--- config.mk ---
export PLATFORM = sky130hd
export DESIGN_NAME = div_unit_seq
export DESIGN_NICKNAME = d
export VERILOG_FILES = /design/src/rtl/div_pkg.sv /design/src/rtl/div_step.sv /design/src/rtl/div_unit_seq.sv
export SDC_FILE = /design/constraint.sdc
export NUM_CORES = 1
export LEC_CHECK = 0
export BUFFER_PORTS_ARGS = -buffer_cell sky130_fd_sc_hd__buf_2
export CELL_PAD_IN_SITES_DETAIL_PLACEMENT = 2
export CELL_PAD_IN_SITES_GLOBAL_PLACEMENT = 2
export CORE_MARGIN = 2
export CORE_UTILIZATION = 35
export DETAILED_ROUTE_END_ITERATION = 12
export GPL_ROUTABILITY_DRIVEN = 1
export GPL_TIMING_DRIVEN = 0
export PLACE_DENSITY = 0.9
export SLEW_MARGIN = 15
export SYNTH_ARGS = -nofsm -noshare
export SYNTH_HDL_FRONTEND = slang
export SYNTH_SLANG_ARGS = --single-unit
--- constraint.sdc ---
create_clock -name clk -period 4 [get_ports clk]
set_clock_uncertainty 0.05 [all_clocks]
set_input_delay 0.8 -clock clk [delete_from_list [all_inputs] [get_ports clk]]
set_output_delay 0.8 -clock clk [all_outputs]
set_load 0.01 [all_outputs]
--- src/rtl/div_pkg.sv ---
// div_pkg: op/state encodings shared by the sequential divider
package div_pkg;
  localparam logic [1:0] OP_DIV  = 2'b00;
  localparam logic [1:0] OP_DIVU = 2'b01;
  localparam logic [1:0] OP_REM  = 2'b10;
  localparam logic [1:0] OP_REMU = 2'b11;
  typedef enum logic [1:0] {DIV = OP_DIV, DIVU = OP_DIVU, REM = OP_REM, REMU = OP_REMU} div_op_t;
  typedef enum logic [1:0] {IDLE, CALC, FIX} div_state_t;
endpackage

--- src/rtl/div_step.sv ---
// div_step: one restoring shift-and-subtract step of the divider
module div_step #(
  parameter int XLEN = 32
) (
  input  logic [XLEN-1:0] rem_i,
  input  logic            bit_i,
  input  logic [XLEN-1:0] divisor_i,
  output logic [XLEN-1:0] rem_o,
  output logic            q_o
);
  logic [XLEN:0] trial;
  assign trial = {rem_i, bit_i} - {1'b0, divisor_i};
  assign q_o   = ~trial[XLEN];
  assign rem_o = q_o ? trial[XLEN-1:0] : {rem_i[XLEN-2:0], bit_i};
endmodule

--- src/rtl/div_unit_seq.sv ---
// div_unit_seq: iterative RV32M/RV64M DIV/DIVU/REM/REMU, one quotient bit per clock.
// DIV_UNIT_EARLY_OUT_EN: divide-by-zero and signed overflow finish in one cycle.
module div_unit_seq
  import div_pkg::*;
#(
  parameter int XLEN = 32
) (
  input  logic            clk,
  input  logic            rst,
  input  logic            start,
  input  logic [1:0]      op,
  input  logic [XLEN-1:0] dividend,
  input  logic [XLEN-1:0] divisor,
  output logic            busy,
  output logic            done,
  output logic [XLEN-1:0] result
);
  localparam int CW = $clog2(XLEN + 1);
  div_state_t      state_q, state_d;
  div_op_t         op_q;
  logic            neg_quot_q, neg_rem_q, done_q;
  logic [XLEN-1:0] rem_q, quot_q, dsr_q, result_q;
  logic [CW-1:0]   cnt_q;
  logic            sgn, a_neg, b_neg, early, step_q;
  logic [XLEN-1:0] a_abs, b_abs, step_rem, quot_fix, rem_fix, early_res;
  assign sgn   = ~op[0];
  assign a_neg = sgn & dividend[XLEN-1];
  assign b_neg = sgn & divisor[XLEN-1];
  assign a_abs = a_neg ? -dividend : dividend;
  assign b_abs = b_neg ? -divisor : divisor;
`ifdef DIV_UNIT_EARLY_OUT_EN
  logic dz_in, ovf_in;
  assign dz_in     = divisor == '0;
  assign ovf_in    = sgn && dividend == {1'b1, {(XLEN-1){1'b0}}} && &divisor;
  assign early     = start && (dz_in || ovf_in);
  assign early_res = op[1] ? (dz_in ? dividend : '0) : (dz_in ? '1 : dividend);
`else
  assign early     = 1'b0;
  assign early_res = '0;
`endif
  div_step #(.XLEN(XLEN)) u_step (
    .rem_i    (rem_q),
    .bit_i    (quot_q[XLEN-1]),
    .divisor_i(dsr_q),
    .rem_o    (step_rem),
    .q_o      (step_q)
  );
  // quotient sign is cleared at latch time for a zero divisor so it stays all ones
  assign quot_fix = neg_quot_q ? -quot_q : quot_q;
  assign rem_fix  = neg_rem_q ? -rem_q : rem_q;
  always_ff @(posedge clk) begin
    if (rst) state_q <= IDLE;
    else     state_q <= state_d;
  end
  always_comb begin
    state_d = state_q;
    case (state_q)
      IDLE:    state_d = (start && !early) ? CALC : IDLE;
      CALC:    state_d = (cnt_q == CW'(1)) ? FIX : CALC;
      default: state_d = IDLE;
    endcase
  end
  always_comb begin
    busy   = state_q != IDLE;
    done   = done_q;
    result = result_q;
  end
  always_ff @(posedge clk) begin
    if (rst) begin
      op_q       <= DIV;
      neg_quot_q <= 1'b0;
      neg_rem_q  <= 1'b0;
      rem_q      <= '0;
      quot_q     <= '0;
      dsr_q      <= '0;
      cnt_q      <= '0;
      result_q   <= '0;
      done_q     <= 1'b0;
    end else begin
      done_q <= 1'b0;
      if (state_q == IDLE && start && early) begin
        result_q <= early_res;
        done_q   <= 1'b1;
      end else if (state_q == IDLE && start) begin
        op_q       <= div_op_t'(op);
        neg_quot_q <= (a_neg ^ b_neg) & (|divisor);
        neg_rem_q  <= a_neg;
        quot_q     <= a_abs;
        dsr_q      <= b_abs;
        rem_q      <= '0;
        cnt_q      <= CW'(XLEN);
      end else if (state_q == CALC) begin
        rem_q  <= step_rem;
        quot_q <= {quot_q[XLEN-2:0], step_q};
        cnt_q  <= cnt_q - CW'(1);
      end else if (state_q == FIX) begin
        result_q <= op_q[1] ? rem_fix : quot_fix;
        done_q   <= 1'b1;
      end
    end
  end
endmodule

==> metrics list, run 1 <==
- Outcome: finished clean
- Endpoint of the most critical register-to-register path: rem_q[23]
- In this run the worst setup path terminates at rem_q[23].
- Setup slack of the critical path after layout: 0.115 ns
- At the worst endpoint, the required time is 4.33 ns.
- Vias in the first global route: 12,500
* Largest fanout on the critical path: 10
* Max_slew headroom: 0.297
- Of the synthesized area, sequential elements account for 0.282.
* Number of clock sinks: 140
- Across every metal layer, demand over resource in global routing totals 0.332.
* Effective utilization at floorplan: 0.356
- Later-pin clock latency in the skew report: 0.46 ns
* Largest net degree at the start of global routing: 17
- Critical path class: reg -> reg
* Worst slack, placed: -0.0818 ns
* Antenna viol nets, final: 0
- Post-Synthesis Cells: 1,298
* Total vias in the final route: 11,400
- Overall power after layout: 5.15 mW
- After global routing the overflow that remains totals 0.
- The signal on the critical path passes through inv_1 -> ha_1 -> fa_1 -> nor2b_1 -> o31a_1 -> o21a_1 -> a21oi_4 -> o21ai_1 -> mux2i_1 -> nor2_4 -> buf_2 -> or2_1 -> o21ai_1.
- Shortest clock period the worst path allows after layout: 3.89 ns
- Hold-fix buffer count after cts: 0
- The worst setup path is launched from a flip-flop.
- Summed over all nets, the half-perimeter wirelength after detailed placement is 31,800 um.
* Primary FF master, synth: sky130_fd_sc_hd__dfxtp_1
- In this run the number of H-tree levels came out at 4.
* Transition time at the pin with the least slew margin: 1.05 ns
- For this block, the routed nets add up to 48,900 um of wire.
* Library cell used as clock root buffer: sky130_fd_sc_hd__clkbuf_16
- Warning count from the yosys run: 0
- Along the worst hold path, the cell count comes to 2.
- The die covers 0.0297 mm2.
* Post-DR wirelength/cell: 27.0 um
- For this run, design rule violations remaining after detail routing come to 0.
* Number of distinct library cells after synthesis: 66
- Number of max-capacitance violations reported: 0
- Number of antenna violations at the first check in global routing: 1
- The path class of the tightest hold or removal check is reg -> reg.
* Launching element of the worst setup path: quot_q[31]
- From left edge to right edge, the die measures 172 um.
- Register bit count reported by yosys: 140
* Max-slew violation count: 0
- Endpoint kind of the worst setup timing path: flip-flop
- Startpoint of the worst-slack reg-to-reg timing path: quot_q[31]
- Synth Area per Inst: 7.65 um2
- Period Utilization, post-route: 0.971
- Counting flops with a built-in enable in the synthesized netlist gives 0.
- Setup violations remaining at the end of the flow were counted as 0.
- The first global-routing pass estimated 75,100 um of wire.
* Number of CTS-inserted buffers: 17
- Setup slack of the worst register-to-register path: 0.11 ns
- The net count of the finished layout is 1,527.
* Final count of hold timing violations: 0
* Std-Cell Core Area: 0.0279 mm2
* Post-detailed-route via-to-cell ratio: 6.28
- Arrival time at the worst endpoint: 4.22 ns
- Proportion of register bits with asynchronous set or reset after synthesis: 0
- Number of placement rows: 61
- Max Clk Rate: 257 MHz
- Before antenna repair, the detailed router went through 5 iterations.
* Reported leakage power: 4.47 nW
- Post-synthesis instance area: 0.00993 mm2
- Length in cells of the worst reg-to-reg path: 13
- Setup repair after global routing missed its margin: no
- After clock tree synthesis, the clock-pin slew on the worst setup and hold paths is 0.07 ns.
- Port buffering added 102 buffers.
* Slowest Stage Delay on Critical Path: 0.48 ns
- The area growth from synthesis to layout is 16.5%.
- The worst-case IR drop observed on VDD is 302 uV.
- Among all stages on the critical path, the largest delay is contributed by sky130_fd_sc_hd__fa_1.
- Ratio of total power to cell area: 445 mW/mm2
- Maximum number of buffers from clock root to sink: 2
* RD Place Congestion: 0.914
- Among the stages of the critical path, the cell type that occurs most often is sky130_fd_sc_hd__o21ai_1.
* Fraction of layout cells with a size suffix above 1: 0.112
- In this run the count of I/O pins placed on the die edge is 103.
- Synthesis produced a netlist with a net count of 1,406.
- First-iteration detailed-routing DRC count: 939
* TritonCTS clock tree: yes
- The die is 172 um tall.
cell families (layout without fill, tap and decap cells):
| group | after synthesis | count (layout) | synth area share |
|---|---|---|---|
| buffers and inverters | 148 | 282 | 0.0563 |
| xor gates and xnor gates | 146 | 146 | 0.129 |
| muxes | 31 | 31 | 0.0315 |
| adders and majority gates | 39 | 39 | 0.0499 |
| and+or+nand+nor | 366 | 366 | 0.176 |
| AOI/OAI and AO/OA | 428 | 428 | 0.275 |
| other | 0 | 1 | 0 |
| DFF | 140 | 140 | 0.282 |
critical path, delay by kind of cell, from the launching register on:
family / cells / cell delay [ns]
AOI/OAI and AO/OA: 5 / 1.13
adders and majority gates: 2 / 0.77
and+or+nand+nor: 3 / 0.66
muxes: 1 / 0.46
buffers and inverters: 2 / 0.40
DFF: 1 / 0.34
through the flow:
stage                util  hold WS [ns]  setup TNS [ns]  cells  cell area [um2]
finish              0.415         0.403               0   1811            11600
global route        0.415         0.432               0   1810            11600
CTS                 0.414         0.408               0   1810            11500
detailed placement  0.392         0.399          -0.665   1778            10900
global placement    0.392         0.389               0   1778            10900
floorplan               -         0.382               0   1298             9930
registers in the layout, indices dropped and copies added, names as in the netlist:
| signal | flops |
|---|---|
| rem_q | 32 |
| dsr_q | 32 |
| result | 32 |
| op_q | 1 |
| done | 1 |
| cnt_q | 6 |
| state_q | 2 |
| quot_q | 32 |
| neg_rem_q | 1 |
| neg_quot_q | 1 |
cell usage after synthesis, types with 5 or more instances:
master	number	area [um2]
sky130_fd_sc_hd__nor2b_1	7	43.8
sky130_fd_sc_hd__xnor2_1	73	639
sky130_fd_sc_hd__nand2_1	137	514
sky130_fd_sc_hd__buf_1	8	30.0
sky130_fd_sc_hd__a211oi_1	38	285
sky130_fd_sc_hd__and3_1	6	37.5
sky130_fd_sc_hd__nand3_1	19	95.1
sky130_fd_sc_hd__o31ai_1	33	248
sky130_fd_sc_hd__nand4_1	11	68.8
sky130_fd_sc_hd__o21ai_0	72	360
sky130_fd_sc_hd__dfxtp_1	140	2800
sky130_fd_sc_hd__or3_1	9	56.3
sky130_fd_sc_hd__ha_1	38	475
sky130_fd_sc_hd__o41ai_1	13	114
sky130_fd_sc_hd__o21bai_1	5	37.5
sky130_fd_sc_hd__o211ai_1	26	195
sky130_fd_sc_hd__and2_1	5	31.3
sky130_fd_sc_hd__a22oi_1	31	233
sky130_fd_sc_hd__a21oi_1	143	716
sky130_fd_sc_hd__nor4_1	8	50.1
sky130_fd_sc_hd__or4_1	14	105
sky130_fd_sc_hd__nand2b_1	9	56.3
sky130_fd_sc_hd__mux2i_1	29	290
sky130_fd_sc_hd__nor3_1	17	85.1
sky130_fd_sc_hd__nor2_1	97	364
sky130_fd_sc_hd__a2111oi_0	5	43.8
sky130_fd_sc_hd__o21a_1	5	37.5
sky130_fd_sc_hd__a21o_1	10	75.1
sky130_fd_sc_hd__inv_1	66	248
sky130_fd_sc_hd__o21ai_1	13	65.1
sky130_fd_sc_hd__clkbuf_1	71	267
sky130_fd_sc_hd__xor2_1	73	639
metal layers:
layer / track usage / share of wire / vias to the layer above / wire length [um]
li1: - / - / 4908 / -
met1: 0.394 / 0.40 / 5725 / 19600
met2: 0.559 / 0.48 / 537 / 23400
met3: 0.0639 / 0.062 / 199 / 3020
met4: 0.196 / 0.059 / 0 / 2880
met5: 0 / 0 / - / 0
final cells by class:
type / instances / area [um2]
well taps: 378 / 473
plain buffers: 82 / 314
multi-input cells: 1010 / 6600
clock inverters: 15 / 189
fillers: 3199 / 16300
clock buffers: 17 / 425
diodes: 1 / 2.50
flip-flops and latches: 140 / 2800
inverters: 66 / 248
repair buffers: 102 / 510
worst min-delay path by stage:
stage	end	from	slack (ns)
after global routing	result[13]	result[13]	0.43
after global placement	result[10]	result[10]	0.39
final	result[11]	result[11]	0.40
after floorplan	dsr_q[31]	dsr_q[31]	0.38
after CTS	result[11]	result[11]	0.41
after detailed placement	result[11]	result[11]	0.40
where the power goes:
group / internal [mW] / switching [mW] / total, mW
sequential: 1.49 / 0.148 / 1.63
combinational: 0.611 / 1.15 / 1.77
clock: 0.992 / 0.754 / 1.75
total: 3.09 / 2.06 / 5.15
repair_timing:
action	4_1_cts	5_1_grt
endpoints found under the hold margin	0	0
buffers inserted	0	0
endpoints found under the setup margin	30	25
gates resized for setup	3	6
placed cells by master (no fill, tap or decap), drive strengths merged, types with 10 or more instances in the layout:
cell / count
a21oi: 143
o21ai: 86
nor4: 10
or4: 18
nand2: 137
nand3: 19
ha: 38
a211oi: 38
nand4: 11
dfxtp: 140
xnor2: 73
xor2: 73
nor2: 97
inv: 71
a21o: 10
nor3: 20
o31ai: 34
clkbuf: 89
buf: 112
o211ai: 26
a22oi: 31
o41ai: 15
mux2i: 29
Power figures use the tool's default switching activity.
==> run 2: changes to the inputs <==
--- a/config.mk
+++ b/config.mk
@@ -9,11 +9,12 @@
 export CELL_PAD_IN_SITES_DETAIL_PLACEMENT = 2
 export CELL_PAD_IN_SITES_GLOBAL_PLACEMENT = 2
 export CORE_MARGIN = 2
-export CORE_UTILIZATION = 35
+export CORE_UTILIZATION = 33
+export CTS_BUF_LIST = sky130_fd_sc_hd__clkbuf_2 sky130_fd_sc_hd__clkbuf_4 sky130_fd_sc_hd__clkbuf_8
 export DETAILED_ROUTE_END_ITERATION = 12
 export GPL_ROUTABILITY_DRIVEN = 1
 export GPL_TIMING_DRIVEN = 0
-export PLACE_DENSITY = 0.9
+export PLACE_DENSITY = 0.89
 export SLEW_MARGIN = 15
 export SYNTH_ARGS = -nofsm -noshare
 export SYNTH_HDL_FRONTEND = slang
==> constraint.sdc (replaced) <==
create_clock -name clk -period 3.2 [get_ports clk]
set_clock_uncertainty 0.05 [all_clocks]
set_input_delay 0.64 -clock clk [delete_from_list [all_inputs] [get_ports clk]]
set_output_delay 0.64 -clock clk [all_outputs]
set_load 0.01 [all_outputs]
==> metrics list, run 2 (same netlist as run 1, synthesis figures left out) <==
* Outcome: complete, but fails checks
* Failing checks: negative setup slack
- Worst min-delay path class: in -> reg
- Area of placed instances: 0.0109 mm2 (+0.14%)
* Hold-fix buffer count after cts: 0 (unchanged)
- The number of cells traversed by the worst hold path was 3 (+1).
- The total of buffers placed on input and output ports came to 102 (unchanged).
- Clock transition at the register clock pins on the worst setup and hold paths after CTS: 0.10 ns (+0.03 ns)
- Worst IR drop on VDD: 273 uV (-9.5%)
- The area of the core came to 0.0296 mm2 (+6.4%).
- The area of the die was 0.0315 mm2 (+5.9%).
- Setup slack of the worst register-to-register path: -0.10 ns (-0.22 ns)
- The first-pass GRT wire length is 66,500 um (-11%).
- The net count reported at finish is 1,531 (+0.26%).
* Number of max-capacitance violations reported: 0 (unchanged)
- Total vias in the final route: 11,200 (-1.5%)
* Arrival time at the worst endpoint: 3.61 ns (-0.61 ns)
- The number of max-slew violations in the final report was 0 (unchanged).
- The wire length per cell after detailed routing was 25.8 um (-4.3%).
- The number of buffers created by CTS is 17 (unchanged).
- The net switching power figure came to 2.55 mW (+24%).
- Total I/O pin count: 103 (unchanged)
- Worst slack, placed: -0.851 ns (-0.769 ns)
* Worst hold slack across all endpoints: 0.378 ns (-0.0254 ns)
- The total number of placement rows is 63 (+3.3%).
- Fraction of layout cells with a size suffix above 1: 0.155 (+0.0422)
- Post-route DRC violation count: 0 (unchanged)
* Overall power after layout: 5.98 mW (+16%)
- The number of sinks on the clock net is 140 (unchanged).
* Shortest clock period the worst path allows after layout: 3.30 ns (-0.583 ns)
* Fraction of power consumed by sequential logic: 0.341 (+0.024)
- Total wirelength of the detailed-routed design: 47,200 um (-3.4%)
* Switching Share: 0.426 (+0.0267)
- The worst setup path is captured at a flip-flop.
- Antenna viol nets, final: 0 (unchanged)
* Setup_tns: -0.457 ns (-0.457 ns)
- The detailed placement HPWL is 32,000 um (+0.61%).
- The count of filler cells inserted in the layout came to 3,441 (+7.6%).
- Transition time at the pin with the least slew margin: 0.982 ns (-0.0733 ns)
- The effective utilization at floorplan is 0.335 (-0.0214).
- Period Utilization, post-route: 1.03 (+0.0605)
- RD Place Congestion: 0.890 (-2.6%)
- Aggregate global routing overflow: 0 (unchanged)
- Clock tree synthesis selected as its root buffer the cell sky130_fd_sc_hd__clkbuf_8.
- In the layout the commonest cells are 141 x sky130_fd_sc_hd__a21oi_1, 137 x sky130_fd_sc_hd__nand2_1, 129 x sky130_fd_sc_hd__dfxtp_1.
- The number of iterations in the first detailed-routing pass is 7 (+2).
* Total non-filler cell area in the finished layout: 0.0117 mm2 (+1.2%)
- The highest clock rate is 303 MHz (+18%).
- Die Y: 177 um (+2.9%)
- The maximum fanout count along the critical path came to 7 (-3).
- The power density over the cells was 511 mW/mm2 (+15%).
* Vias in the first global route: 11,700 (-7.0%)
- Critical Path Start Type: flip-flop
- The library cell used most frequently in the layout, excluding fill and tap cells, is sky130_fd_sc_hd__a21oi_1.
* Maximum number of buffers from clock root to sink: 2 (unchanged)
- The critical path in this run is classified as reg -> reg.
- Reported leakage power: 4.46 nW (-0.22%)
* Final count of hold timing violations: 0 (unchanged)
* Number of antenna violations at the first check in global routing: 0 (-1)
* Global router's overall resource usage: 0.272 (-0.0602)
* Area overhead of the layout relative to synthesis: 17.9%
* Count of endpoints failing setup in the final report: 12 (+12)
- The internal power contribution came to 3.43 mW (+11%).
* Later-pin clock latency in the skew report: 0.51 ns (+0.05 ns)
* Clock Power Share: 0.257 (-0.082)
- The count of routing violations after the opening detailed-route iteration is 897 (-4.5%).
- The combinational fraction of design power came to 0.402 (+0.059).
- The H-tree depth was 4 (unchanged).
- The maximum number of pins on one net before global-route repair came to 17 (unchanged).
* Length in cells of the worst reg-to-reg path: 10 (-3)
- Setup repair after global routing could not meet its margin everywhere.
- The die width is 177 um (+2.9%).
- The worst endpoint required time was 3.51 ns (-0.82 ns).
* TritonCTS clock tree: yes
- The relative max-transition margin is 0.346 (+0.0488).
* Setup slack of the critical path after layout: -0.102 ns (-0.217 ns)
- Post-detailed-route via-to-cell ratio: 6.13 (-2.4%)
## run 2: cell count changes in the layout (fill, tap and decap cells not counted), moves of 3 or more
cell | before | now
sky130_fd_sc_hd__ha_2 | 0 | 10
sky130_fd_sc_hd__ha_4 | 0 | 3
sky130_fd_sc_hd__a2111oi_0 | 3 | 0
sky130_fd_sc_hd__o31ai_1 | 33 | 29
sky130_fd_sc_hd__buf_4 | 0 | 13
sky130_fd_sc_hd__clkbuf_16 | 17 | 1
sky130_fd_sc_hd__mux2i_1 | 29 | 26
sky130_fd_sc_hd__clkbuf_1 | 71 | 60
sky130_fd_sc_hd__dfxtp_2 | 0 | 11
sky130_fd_sc_hd__clkbuf_8 | 0 | 17
sky130_fd_sc_hd__o31ai_2 | 0 | 4
sky130_fd_sc_hd__ha_1 | 38 | 25
sky130_fd_sc_hd__dfxtp_1 | 140 | 129
## run 2: metrics by stage
step,util,cells
4_1_cts,0.384,1818
3_3_place_gp,0.369,1790
3_5_place_dp,0.369,1790
2_1_floorplan,-,1298
5_1_grt,0.395,1826
6_report,0.395,1827
## run 2: timing repair
item	4_1_cts	5_1_grt
pin swaps	2	9
buffers inserted	1	13
setup endpoints to repair	39	43
gates resized for setup	23	53
hold endpoints to repair	0	0
gates cloned	0	1
## run 2: cell type report
cell class / count / area (um2) / share of cell area
Timing Repair Buffer: 117 / 653 / 0.0558
Antenna cell: 1 / 2.50 / 0.000214
Buffer: 71 / 302 / 0.0258
Sequential cell: 140 / 2820 / 0.241
Multi-Input combinational cell: 1010 / 6810 / 0.582
Tap cell: 390 / 488 / 0.0417
Clock buffer: 17 / 234 / 0.0200
Inverter: 66 / 248 / 0.0212
Clock inverter: 15 / 151 / 0.0129
## run 2: critical path: stages (launching register included)
cell and delay (ns):
sky130_fd_sc_hd__dfxtp_1 0.42, sky130_fd_sc_hd__nor3_1 0.36, sky130_fd_sc_hd__nand2b_1 0.23, sky130_fd_sc_hd__nor3_4 0.27, sky130_fd_sc_hd__nand3_1 0.25, sky130_fd_sc_hd__or3b_1 0.48, sky130_fd_sc_hd__clkbuf_1 0.28, sky130_fd_sc_hd__o21ai_0 0.34
sky130_fd_sc_hd__xnor2_1 0.12, sky130_fd_sc_hd__o211ai_1 0.24, sky130_fd_sc_hd__a21oi_1 0.11
## run 2: power groups by stage
stage	logic [mW]	clock network [mW]	registers (mW)
floorplan	1.39	0	1.99
global placement	1.85	0	2.04
detailed placement	1.96	0	2.05
CTS	2.08	1.52	2.02
global route	2.55	1.61	2.05
finish	2.40	1.54	2.04
## run 2: routing by layer
metal	global-route usage	up-vias	wire (um)
li1	-	4916	-
met3	0.0347	141	2390
met1	0.339	5664	19400
met5	0	-	0
met4	0.110	0	1940
met2	0.473	472	23500
## run 2: path summary, 6_finish.rpt
check | startpoint | to
min | op[1] | op_q[1]
max | quot_q[2] | result[23]
min reg2reg | dsr_q[31] | dsr_q[31]
max reg2reg | quot_q[2] | result[23]
==> run 3: changes to the inputs <==
--- a/config.mk
+++ b/config.mk
@@ -15,6 +15,7 @@
 export GPL_ROUTABILITY_DRIVEN = 1
 export GPL_TIMING_DRIVEN = 0
 export PLACE_DENSITY = 0.89
+export SETUP_SLACK_MARGIN = 0.2
 export SLEW_MARGIN = 15
 export SYNTH_ARGS = -nofsm -noshare
 export SYNTH_HDL_FRONTEND = slang
==> metrics list, run 3 (same netlist as run 1, synthesis figures left out) <==
* Number of clock sinks: 140 (unchanged)
* Max_slew headroom: 0.308 (-0.0380)
- The number of max-slew violations in the final report is 0 (unchanged).
* Endpoint kind of the worst setup timing path: flip-flop
- GR Layer Usage met2: 0.543 (+0.0699)
- Number of placement rows: 63 (unchanged)
- Die ar.: 0.0315 mm2 (unchanged)
- The worst endpoint required time is 3.55 ns (+0.04 ns).
- The library cell used most frequently in the layout, excluding fill and tap cells, is sky130_fd_sc_hd__nand2_1.
- The met1 capacity usage during global routing is 0.366 (+0.0268).
* Total vias in the final route: 12,300 (+9.7%)
- The count of maximum capacitance violations was 0 (unchanged).
* Layout net count: 1,562 (+2.0%)
- Std-Cell Core Area: 0.0296 mm2 (unchanged)
* Count of endpoints failing setup in the final report: 20 (+8)
- The wire length per cell after detailed routing came to 31.8 um (+23%).
- The number of hold buffers added after CTS is 0 (unchanged).
- The H-tree depth is 4 (unchanged).
- The number of remaining DRC errors was 0 (unchanged).
- Vias in the first global route: 12,400 (+6.5%)
- The worst setup path is launched from a flip-flop.
- Setup repair after global routing could not meet its margin everywhere.
* Effective utilization at floorplan: 0.335 (unchanged)
- The die width was 177 um (unchanged).
- The total of buffers placed on input and output ports was 102 (unchanged).
- The sum of routed wire length over all layers was 59,200 um (+25%).
* Placed wire-length estimate: 32,000 um (unchanged)
- Worst IR drop on VDD: 229 uV (-16%)
- The final reports fail on negative setup slack.
- The number of buffers created by CTS came to 17 (unchanged).
* Aggregate global routing overflow: 0 (unchanged)
- Transition time at the pin with the least slew margin: 1.04 ns (+0.0570 ns)
- Area overhead of the layout relative to synthesis: 25.0%
- The count of routing violations after the opening detailed-route iteration was 1,413 (+58%).
- Largest fanout on the critical path: 7 (unchanged)
- The via-per-instance ratio is 6.61 (+7.8%).
- Setup slack of the critical path after layout: -0.117 ns (-0.0150 ns)
* Outcome: complete, but fails checks
- Fraction of layout cells with a size suffix above 1: 0.218 (+0.0635)
- The initial antenna violation count is 1 (+1).
* Antenna viol nets, final: 0 (unchanged)
- Library cell used as clock root buffer: sky130_fd_sc_hd__clkbuf_8
* RD Place Congestion: 0.890 (unchanged)
- Overall power after layout: 6.62 mW (+11%)
- The static leakage power was 4.71 nW (+5.4%).
- The post-placement cell area came to 0.0109 mm2 (unchanged).
- The part of the cycle the worst path needs came to 1.04 (+0.00467).
- The maximum number of pins on one net before global-route repair came to 17 (unchanged).
- The data arrival at the endpoint of the critical path was 3.66 ns (+0.05 ns).
- Critical path class: reg -> reg
- The post-route worst hold slack came to 0.402 ns (+0.0243 ns).
- First-pass detailed-route iteration total: 5 (-2)
- The minimum clock period came to 3.32 ns (+0.0150 ns).
- Global router's overall resource usage: 0.316 (+0.0436)
- The maximum count of clock buffers along a single path came to 2 (unchanged).
* Clock transition at the register clock pins on the worst setup and hold paths after CTS: 0.11 ns (about the same)
- Final count of hold timing violations: 0 (unchanged)
- The global routing stage identified its most utilized layer as met2.
* Worst min-delay path class: in -> reg
* First-pass GRT wire length: 75,400 um (+13%)
* Final cell utilization of the core: 0.419 (+0.0239)
- Commonest cells after routing, fill and taps aside: 136 x sky130_fd_sc_hd__nand2_1, 133 x sky130_fd_sc_hd__a21oi_1, 113 x sky130_fd_sc_hd__dfxtp_1
* Die Y: 177 um (unchanged)
* TritonCTS clock tree: yes
- The final non-filler cell area came to 0.0124 mm2 (+6.1%).
* Total I/O pin count: 103 (unchanged)
- Later-pin clock latency in the skew report: 0.55 ns (+0.04 ns)
* Ratio of total power to cell area: 533 mW/mm2 (+4.4%)
* Max Clk Rate: 301 MHz (-0.45%)
- The global routing usage on met3 came to 0.0619 (+0.0272).
[run 3: cell types whose count changed in the layout (fill, tap and decap cells not counted), moves of 7 or more]
cell	before	now
sky130_fd_sc_hd__dfxtp_2	11	20
sky130_fd_sc_hd__dfxtp_4	0	7
sky130_fd_sc_hd__buf_4	13	33
sky130_fd_sc_hd__dfxtp_1	129	113
sky130_fd_sc_hd__a21oi_2	1	8
sky130_fd_sc_hd__a21oi_1	141	133
[run 3: worst paths after layout]
check                    start    endpoint  slack [ns]  cells past startpoint
setup / recovery    quot_q[31]    rem_q[8]       -0.12                     14
hold / removal    dividend[12]  quot_q[12]        0.40                      4
setup reg to reg    quot_q[31]    rem_q[8]       -0.12                     14
hold reg to reg      result[5]   result[5]        0.42                      2
[run 3: critical path: stages (launching register included)]
cell                       delay, ns
sky130_fd_sc_hd__dfxtp_2        0.39
sky130_fd_sc_hd__clkinv_4       0.10
sky130_fd_sc_hd__ha_4           0.18
sky130_fd_sc_hd__fa_2           0.43
sky130_fd_sc_hd__nor2b_4        0.17
sky130_fd_sc_hd__o31a_1         0.21
sky130_fd_sc_hd__o21a_2         0.21
sky130_fd_sc_hd__a21oi_4        0.12
sky130_fd_sc_hd__o21ai_4        0.23
sky130_fd_sc_hd__mux2i_4        0.31
sky130_fd_sc_hd__nor2_4         0.07
sky130_fd_sc_hd__buf_12         0.16
sky130_fd_sc_hd__buf_12         0.14
sky130_fd_sc_hd__mux2i_1        0.24
sky130_fd_sc_hd__o21ai_1        0.14
[run 3: layout make-up]
| cell class | count | area [um2] |
|---|---|---|
| Tap cell | 390 | 488 |
| Clock inverter | 15 | 151 |
| Timing Repair Buffer | 137 | 827 |
| Buffer | 82 | 387 |
| Multi-Input combinational cell | 1010 | 7210 |
| Inverter | 66 | 253 |
| Fill cell | 3381 | 17200 |
| Sequential cell | 140 | 2850 |
| Clock buffer | 17 | 234 |
| Antenna cell | 2 | 5.00 |
[run 3: timing repair]
| item | 4_1_cts | 5_1_grt |
|---|---|---|
| resized for setup | 82 | 134 |
| pin swaps | 7 | 51 |
| setup endpoints to repair | 48 | 64 |
| gates cloned | 1 | 1 |
| buffers inserted | 7 | 26 |
[run 3: metal layers]
layer  share of wire  vias to the layer above
met4           0.076                        0
met3           0.073                      341
li1                -                     4972
met2            0.48                      796
met5               0                        -
met1            0.37                     6171
[run 3: power by group]
| group | switching, mW | leakage [nW] | internal [mW] |
|---|---|---|---|
| Clock | 0.971 | 0.181 | 0.639 |
| Combinational | 1.80 | 3.37 | 1.14 |
| Sequential | 0.216 | 1.16 | 1.86 |
| Total | 2.99 | 4.71 | 3.63 |
[run 3: per-stage QoR]
| step | instances | setup WS [ns] | TNS [ns] |
|---|---|---|---|
| final | 1859 | -0.117 | -0.746 |
| after global routing | 1857 | -0.281 | -1.59 |
| after CTS | 1830 | 0.142 | 0 |
| after detailed placement | 1790 | -0.851 | -26.85 |
| after global placement | 1790 | -0.699 | -21.29 |
| after floorplan | 1298 | 0.239 | 0 |
